**src/rtl/fft_pkg.sv**
```systemverilog
// Shared types for the FFT result reader: reader FSM states and the bin payload
// carried through the skid buffer.
package fft_pkg;

  // Payload fields are sized for the widest supported core; users narrow them.
  localparam int unsigned BIN_DW = 32;
  localparam int unsigned BIN_NW = 16;

  typedef enum logic [2:0] {
    ST_IDLE     = 3'd0,
    ST_READ     = 3'd1,
    ST_DRAIN    = 3'd2,
    ST_FIN      = 3'd3,
    ST_WAIT_CLR = 3'd4
  } reader_state_t;

  typedef struct packed {
    logic signed [BIN_DW-1:0] re;
    logic signed [BIN_DW-1:0] im;
    logic        [BIN_NW-1:0] index;
    logic                     last;
  } fft_bin_t;

endpackage

```
**src/rtl/skid_fifo2.sv**
```systemverilog
// Two-entry FIFO of FFT bins with a synchronous flush; head is visible
// combinationally from the storage registers.
module skid_fifo2
  import fft_pkg::*;
(
  input  logic       clk,
  input  logic       reset,
  input  logic       flush_i,
  input  logic       push_i,
  input  fft_bin_t   push_data_i,
  input  logic       pop_i,
  output fft_bin_t   head_o,
  output logic       full_o,
  output logic       empty_o,
  output logic [1:0] count_o
);

  fft_bin_t   mem_q [2];
  logic       wr_ptr_q;
  logic       rd_ptr_q;
  logic [1:0] count_q;
  logic       push_c;
  logic       pop_c;

  assign pop_c  = pop_i && (count_q != 2'd0);
  // A push into a full FIFO is only accepted when the head leaves this cycle.
  assign push_c = push_i && ((count_q != 2'd2) || pop_c);

  always_ff @(posedge clk or negedge reset) begin
    if (!reset) begin
      mem_q[0] <= '0;
      mem_q[1] <= '0;
      wr_ptr_q <= 1'b0;
      rd_ptr_q <= 1'b0;
      count_q  <= 2'd0;
    end else if (flush_i) begin
      wr_ptr_q <= 1'b0;
      rd_ptr_q <= 1'b0;
      count_q  <= 2'd0;
    end else begin
      if (push_c) begin
        mem_q[wr_ptr_q] <= push_data_i;
        wr_ptr_q        <= ~wr_ptr_q;
      end
      if (pop_c) begin
        rd_ptr_q <= ~rd_ptr_q;
      end
      count_q <= count_q + 2'(push_c) - 2'(pop_c);
    end
  end

  assign head_o  = mem_q[rd_ptr_q];
  assign full_o  = (count_q == 2'd2);
  assign empty_o = (count_q == 2'd0);
  assign count_o = count_q;

endmodule

```
**src/rtl/fft_result_reader.sv**
```systemverilog
// Drains one completed FFT frame over the core's DMA read port and streams the
// bins out with index, last flag and the frame's block exponent.
module fft_result_reader
  import fft_pkg::*;
#(
  parameter int unsigned FFT_LENGTH = 1024,
  parameter int unsigned FFT_DW     = 16,
  parameter int unsigned NUM_BINS   = FFT_LENGTH / 2,
  parameter int unsigned FFT_N      = $clog2(FFT_LENGTH)
) (
  input  logic                     clk,
  input  logic                     reset,
  input  logic                     done,
  input  logic signed [7:0]        bfpexp,
  output logic                     fin,
  output logic                     dmaact,
  output logic        [FFT_N-1:0]  dmaa,
  input  logic signed [FFT_DW-1:0] dmadr_real,
  input  logic signed [FFT_DW-1:0] dmadr_imag,
  output logic                     out_valid,
  input  logic                     out_ready,
  output logic signed [FFT_DW-1:0] out_real,
  output logic signed [FFT_DW-1:0] out_imag,
  output logic        [FFT_N-1:0]  out_index,
  output logic signed [7:0]        out_bfpexp,
  output logic                     out_last
);

  localparam logic [FFT_N-1:0] LAST_IDX = FFT_N'(NUM_BINS - 1);

  reader_state_t     state_q, state_d;
  logic [FFT_N-1:0]  addr_q, addr_d;
  logic              inflight_q, inflight_d;
  logic [FFT_N-1:0]  fl_idx_q, fl_idx_d;
  logic signed [7:0] exp_q, exp_d;
  logic              fin_q, fin_d;

  logic              issue_c;
  logic              flush_c;
  logic              pop_c;
  logic              room_c;
  fft_bin_t          push_bin_c;
  fft_bin_t          head_c;
  logic              fifo_full_c;
  logic              fifo_empty_c;
  logic [1:0]        fifo_count_c;
  logic              unused_c;

  assign pop_c  = !fifo_empty_c && out_ready;
  // Buffered plus in-flight bins may never exceed the two FIFO slots.
  assign room_c = ((3'(fifo_count_c) + 3'(inflight_q)) <= 3'd1) || pop_c;

  always_comb begin
    state_d = state_q;
    addr_d  = addr_q;
    exp_d   = exp_q;
    fin_d   = 1'b0;
    issue_c = 1'b0;
    flush_c = 1'b0;
    case (state_q)
      ST_IDLE: begin
        if (done) begin
          state_d = ST_READ;
          addr_d  = '0;
          exp_d   = bfpexp;
        end
      end
      ST_READ: begin
        if (!done) begin
          state_d = ST_IDLE;
          flush_c = 1'b1;
        end else if (room_c) begin
          issue_c = 1'b1;
          if (addr_q == LAST_IDX) begin
            state_d = ST_DRAIN;
          end else begin
            addr_d = addr_q + FFT_N'(1);
          end
        end
      end
      ST_DRAIN: begin
        if (!done) begin
          state_d = ST_IDLE;
          flush_c = 1'b1;
        end else if (!inflight_q &&
                     (fifo_empty_c || (fifo_count_c == 2'd1 && pop_c))) begin
          state_d = ST_FIN;
          fin_d   = 1'b1;
        end
      end
      ST_FIN: begin
        state_d = ST_WAIT_CLR;
      end
      ST_WAIT_CLR: begin
        if (!done) begin
          state_d = ST_IDLE;
        end
      end
      default: begin
        state_d = ST_IDLE;
      end
    endcase
    inflight_d = issue_c;
    fl_idx_d   = issue_c ? addr_q : fl_idx_q;
  end

  always_ff @(posedge clk or negedge reset) begin
    if (!reset) begin
      state_q    <= ST_IDLE;
      addr_q     <= '0;
      inflight_q <= 1'b0;
      fl_idx_q   <= '0;
      exp_q      <= '0;
      fin_q      <= 1'b0;
    end else begin
      state_q    <= state_d;
      addr_q     <= addr_d;
      inflight_q <= inflight_d;
      fl_idx_q   <= fl_idx_d;
      exp_q      <= exp_d;
      fin_q      <= fin_d;
    end
  end

  // Read data is valid one cycle after the strobe and is captured unconditionally.
  always_comb begin
    push_bin_c       = '0;
    push_bin_c.re    = BIN_DW'(dmadr_real);
    push_bin_c.im    = BIN_DW'(dmadr_imag);
    push_bin_c.index = BIN_NW'(fl_idx_q);
    push_bin_c.last  = (fl_idx_q == LAST_IDX);
  end

  skid_fifo2 u_skid (
    .clk         (clk),
    .reset       (reset),
    .flush_i     (flush_c),
    .push_i      (inflight_q),
    .push_data_i (push_bin_c),
    .pop_i       (pop_c),
    .head_o      (head_c),
    .full_o      (fifo_full_c),
    .empty_o     (fifo_empty_c),
    .count_o     (fifo_count_c)
  );

  assign fin        = fin_q;
  assign dmaact     = issue_c;
  assign dmaa       = addr_q;
  assign out_valid  = !fifo_empty_c;
  assign out_real   = FFT_DW'(head_c.re);
  assign out_imag   = FFT_DW'(head_c.im);
  assign out_index  = FFT_N'(head_c.index);
  assign out_last   = !fifo_empty_c && head_c.last;
  assign out_bfpexp = exp_q;

  // Upper payload bits and the full flag are not needed at this width.
  assign unused_c = ^{head_c, fifo_full_c};

endmodule

```
**config.mk**
```make
export PLATFORM = sky130hd
export DESIGN_NAME = fft_result_reader
export DESIGN_NICKNAME = d
export VERILOG_FILES = /design/src/rtl/fft_pkg.sv /design/src/rtl/skid_fifo2.sv /design/src/rtl/fft_result_reader.sv
export SDC_FILE = /design/constraint.sdc
export NUM_CORES = 1
export LEC_CHECK = 0
export ABC_AREA = 1
export BUFFER_PORTS_ARGS = -buffer_cell sky130_fd_sc_hd__buf_4
export CORE_UTILIZATION = 29
export DETAILED_ROUTE_END_ITERATION = 16
export GPL_TIMING_DRIVEN = 0
export MAX_ROUTING_LAYER = met4
export PLACE_DENSITY_LB_ADDON = 0.1
export SLEW_MARGIN = 40
export SYNTH_ARGS = -nofsm -noshare
export SYNTH_HDL_FRONTEND = slang
export SYNTH_HIERARCHICAL = 1
export SYNTH_SLANG_ARGS = --single-unit
export TNS_END_PERCENT = 5
```
**constraint.sdc**
```tcl
create_clock -name clk -period 1.9 [get_ports clk]
set_input_delay 0.19 -clock clk [delete_from_list [all_inputs] [get_ports clk]]
set_output_delay 0.19 -clock clk [all_outputs]
set_load 0.05 [all_outputs]
```
==> Yosys cells after proc, flatten, opt, wreduce, memory -nomap -nowiden <==
Cells that the tools add are included.
{ "word_totals": {"reg_bits": 199, "wordCells": 101} }
{ "classes": {"n_addsub": 4, "order_cmp": 4, "eq_ne": 16, "mux": 32, "bitwise_logic": 5, "n_reduce_logical": 23} }
{ "op_table": {"columns": ["cell", "count"], "rows": [
  ["2-to-1 mux 65 bit", 3],
  ["bitwise mux 162 bit", 1],
  ["demux 81 bit (select 1 bit)", 1],
  ["2-to-1 mux 81 bit", 1],
  ["2-to-1 mux 10 bit", 4],
  ["2-to-1 mux 3 bit", 7],
  ["equality test 10 x 9 -> 1 bit (second input constant)", 2],
  ["case mux 10 bit (2 select lines)", 1],
  ["case mux 3 bit (5 select lines)", 1],
  ["2-to-1 mux 1 bit", 12],
  ["!= test 2 bit (second input constant)", 6],
  ["adder 10 x 1 -> 10 bit (second input constant)", 1],
  ["AND reduction 5 bit", 2],
  ["!= test 3 bit (second input constant)", 3],
  ["nonzero test 2 bit", 4],
  ["logical AND 1 bit", 7],
  ["equality test 3 x 2 -> 1 bit (second input constant)", 2],
  ["greater-or-equal comparator 2 bit (second input constant)", 2],
  ["NOT 1 -> 2 bit", 2],
  ["AND reduction 2 bit", 2],
  ["adder 2 x 1 -> 3 bit", 1],
  ["equality test 3 x 1 -> 1 bit (second input constant)", 1],
  ["equality test 3 bit (second input constant)", 1],
  ["<= comparator 3 x 1 -> 1 bit (second input constant)", 1],
  ["other kinds (11)", 16]
]} }

==> Depth between registers and ports, before layout <==
{ "logic_depth": {"word_depth": 9, "depth_mapped": 16} }

==> Hierarchy <==
The synthesis kept the hierarchy.
{ "modules_own_cells": {"columns": ["mod", "instances", "cells_per_inst", "area_each_um2", "seq_area_each_um2"], "rows": [
  ["skid_fifo2", 1, 903, 7329.5, 4154.0],
  ["fft_result_reader", 1, 193, 1659.1, 825.8]
]} }

==> Worst setup path after synthesis <==
OpenSTA, ideal clock, no wires.
{ "synth_path": {"kind": "reg2reg", "startpoint": "register u_skid.count_q[1] (netlist: u_skid/count_o[1])", "endpoint": "register u_skid.count_q[1] (netlist: u_skid/count_o[1])", "setup_ns": 0.114, "t_arrival_ns": 1.868, "slack_ns": -0.082, "path_stages_with_launch": 16, "synth_period_minus_slack_ns": 1.982, "cell_sequence": "dfrtp_1 nor2_1 inv_1 nand2_1 inv_1 inv_1 nand3_4 nand3_1 nand2_1 ha_1 inv_1 nand2_1 nand2_1 nand3_1 nand2_1 nor2_1"} }
{ "synth_between": {"elab_chain_len": 9, "word_cells_on_any_way": 11, "cone_classes": "add/sub (2); eq/ne (1); mux (1); reduce/logical (7)"} }
{ "synth_rtl": {"columns": ["element", "line_no", "text"], "rows": [
  ["from (decl)", "skid_fifo2.sv:21", "logic [1:0] count_q;"],
  ["from (signal assigned)", "skid_fifo2.sv:48", "count_q <= count_q + 2'(push_c) - 2'(pop_c);"],
  ["logical NOT 2 bit *", "skid_fifo2.sv:54", "assign empty_o = (count_q == 2'd0);"],
  ["via fifo_empty_c", "fft_result_reader.sv:45", "logic fifo_empty_c;"],
  ["logical NOT 1 bit *", null, null],
  ["via out_valid", "fft_result_reader.sv:20", "output logic out_valid,"],
  ["logical AND 1 bit *", "fft_result_reader.sv:49", "assign pop_c = !fifo_empty_c && out_ready;"],
  ["via pop_c", "fft_result_reader.sv:40", "logic pop_c;"],
  ["logical AND 1 bit *", "skid_fifo2.sv:25", "assign pop_c = pop_i && (count_q != 2'd0);"],
  ["logical OR 1 bit", "skid_fifo2.sv:27", "assign push_c = push_i && ((count_q != 2'd2) || pop_c);"],
  ["logical AND 1 bit", "skid_fifo2.sv:27", null],
  ["adder 2 x 1 -> 2 bit", "skid_fifo2.sv:48", null],
  ["subtractor 2 x 1 -> 2 bit *", "skid_fifo2.sv:48", null],
  ["2-to-1 mux 2 bit *", "skid_fifo2.sv:36", "end else if (flush_i) begin"]
]} }
Mark *: on every way through the listed nets, which the timed path passes. The rest lies on a longest branch.
A chain may end at the register's enable or synchronous reset.

==> results.json <==
{
  "status": "complete, no violations",
  "dp.cells": 1082,
  "detail-route-antenna-nets": 0,
  "dieArea_sq_um": 20620,
  "fin_crit_ns": 1.847,
  "tns_ns": 0,
  "dpl_worst_slack_ns": -0.2660,
  "hp-start": "dmadr_real[14]",
  "p_comb_share_pct": 47.8,
  "cts_inserted_buffers": 17,
  "dieHeight_um": 143.6,
  "port-buffer-count": 107,
  "hold_viol_final": 0,
  "grt_pass1_vias": 4877,
  "fin_cells": 1125,
  "crit_type": "flop to primary output",
  "multiInputGateArea_sq_um": 2161,
  "gr-total-overflow": 0,
  "firstDrtPassIters": 5,
  "grt_pass1_wl_um": 25320,
  "cts_tree": "built",
  "ff2ff_path_depth": 9,
  "cts_root_buf": "clkbuf_16",
  "cp_max_fo": 8,
  "layout-drive-gt1-share_pct": 26.51,
  "ir_drop_v": 0.0006558,
  "hold_slack_ns": 0.03868,
  "first_iter_violations": 289,
  "track_usage_pct": 16.64,
  "antenna_found_initial": 0,
  "slew_violations": 0,
  "setup_violations": 0,
  "design_power_total_w": 0.01392,
  "endpoint_kind": "primary output",
  "dieWidth_um": 143.6,
  "num_antenna_cells": 0,
  "hold_depth": 3,
  "syn-num-nets": 755,
  "cts.htree.levels": 4,
  "gp_congestion": 0.8369,
  "worst_pin_slew_ns": 0.4401,
  "route.vias.total": 4935,
  "rr_startpoint": "state_q[1]$_DFFE_PN0P_",
  "avgRoutedWirePerCell_um": 13.88,
  "clock-sinks": 123,
  "p_seq_share_pct": 29.8,
  "drcViolationCount": 0,
  "avgViaCountPerCell": 4.387,
  "wl_um": 15610,
  "nets": 894,
  "hp-class": "primary input to flop",
  "clockPowerShare_pct": 22.5,
  "core_sq_um": 19590,
  "grt_max_degree": 70,
  "syn_to_final_growth_pct": 33.48,
  "clockBufferDepth": 2,
  "p_switching_w": 0.006298,
  "place_hpwl_um": 11190,
  "num_rows": 51,
  "crit_path_start_kind": "flop",
  "slew_headroom_pct": 70.66,
  "clock_skew_ns": 0.01195,
  "final_cell_mix": "281 x nand2_1, 120 x dfrtp_1, 109 x buf_4",
  "cp.arrival_ns": 1.66,
  "clk_latency_ns": 0.42,
  "clkTransAtPathRegs_ns": 0.06,
  "internal_power_w": 0.007620,
  "fin_crit_sh_pct": 97.21,
  "register_area_sq_um": 3082,
  "crit_required_ns": 1.71,
  "pin_count": 108,
  "filler_cell_count": 2046,
  "yosysWarningCount": 6,
  "powerDensity_nw_per_um2": 1793,
  "start_util_pct": 29.69,
  "netlist_instances": 709,
  "final_common_cell": "nand2_1",
  "p_sw_share_pct": 45.25,
  "startpoint": "u_skid/rd_ptr_q$_DFFE_PN0P_",
  "fin_ws_ns": 0.05302,
  "max_freq_mhz": 541.4,
  "synth.avg_cell_area_sq_um": 8.203,
  "power_leakage_nw": 3.954,
  "syn-cell-area_sq_um": 5816,
  "rsz0062_at_grt": "yes",
  "max_cap_viol_count": 0
}
[area by class of cell]
| type | instances | share of cell area [%] |
|---|---|---|
| Sequential cell | 123 | 39.70 |
| Multi-Input combinational cell | 460 | 27.84 |
| Timing Repair Buffer | 120 | 12.35 |
| Clock buffer | 17 | 5.480 |
| Buffer | 48 | 4.594 |
| Tap cell | 265 | 4.271 |
| Inverter | 78 | 3.836 |
| Clock inverter | 14 | 1.934 |
[repair_timing]
action                                 4_1_cts  5_1_grt
hold buffers                                 9        0
endpoints found under the hold margin       62        0
resized for setup                           19       17
setup endpoints to repair                  124       87
pin swaps                                    0        5
buffers inserted                             0        3
[power groups by stage]
stage          registers (W)  logic (W)  clock network [W]
2_1_floorplan        0.00439    0.00428                  0
3_5_place_dp         0.00415    0.00654                  0
6_report             0.00415    0.00665            0.00312
4_1_cts              0.00413    0.00664            0.00324
5_1_grt              0.00427    0.00721            0.00337
3_3_place_gp         0.00412    0.00643                  0
[critical path: stages (launching register included)]
cell,delay (ns)
dfrtp_1,0.40
clkbuf_8,0.19
buf_4,0.16
nand2_1,0.06
nand2_1,0.07
inv_1,0.04
nor2_1,0.12
buf_6,0.18
[metrics by stage]
step	instance area [sq um]	utilization, %
global route	7762	39.62
global placement	6950	35.48
CTS	7702	39.32
finish	7762	39.62
floorplan	5816	-
detailed placement	6985	35.66
[layer usage]
metal  track usage [%]  wire length, um  part of all wire, %  vias up
met1             21.36             7421                   48     2315
met5                 -                0                    0        -
met4             4.199               88                 0.56        0
li1                  -                -                    -     2492
met3             4.499              779                  5.0        9
met2             25.93             7321                   47      119
[registers in the layout (all words and copies together) (netlist names)]
signal	cells
fl_idx_q	10
dmaa	10
u_skid/rd_ptr_q	1
inflight_q	1
state_q	3
u_skid/count_o	2
u_skid/wr_ptr_q	1
u_skid/mem_q	86
fin	1
out_bfpexp	8
[path summary, 6_finish.rpt]
kind,endpoint,slack (ns)
setup reg to reg,u_skid/mem_q[52]$_DFFE_PN0P_,0.14
hold reg to reg,u_skid/mem_q[111]$_DFFE_PN0P_,0.48
setup / recovery,out_last,0.05
max in group asynchronous,state_q[2]$_DFFE_PN0P_,0.90
hold / removal,u_skid/mem_q[63]$_DFFE_PN0P_,0.04
min in group asynchronous,u_skid/mem_q[112]$_DFFE_PN0P_,0.28
(Power assumes the default switching activity.)
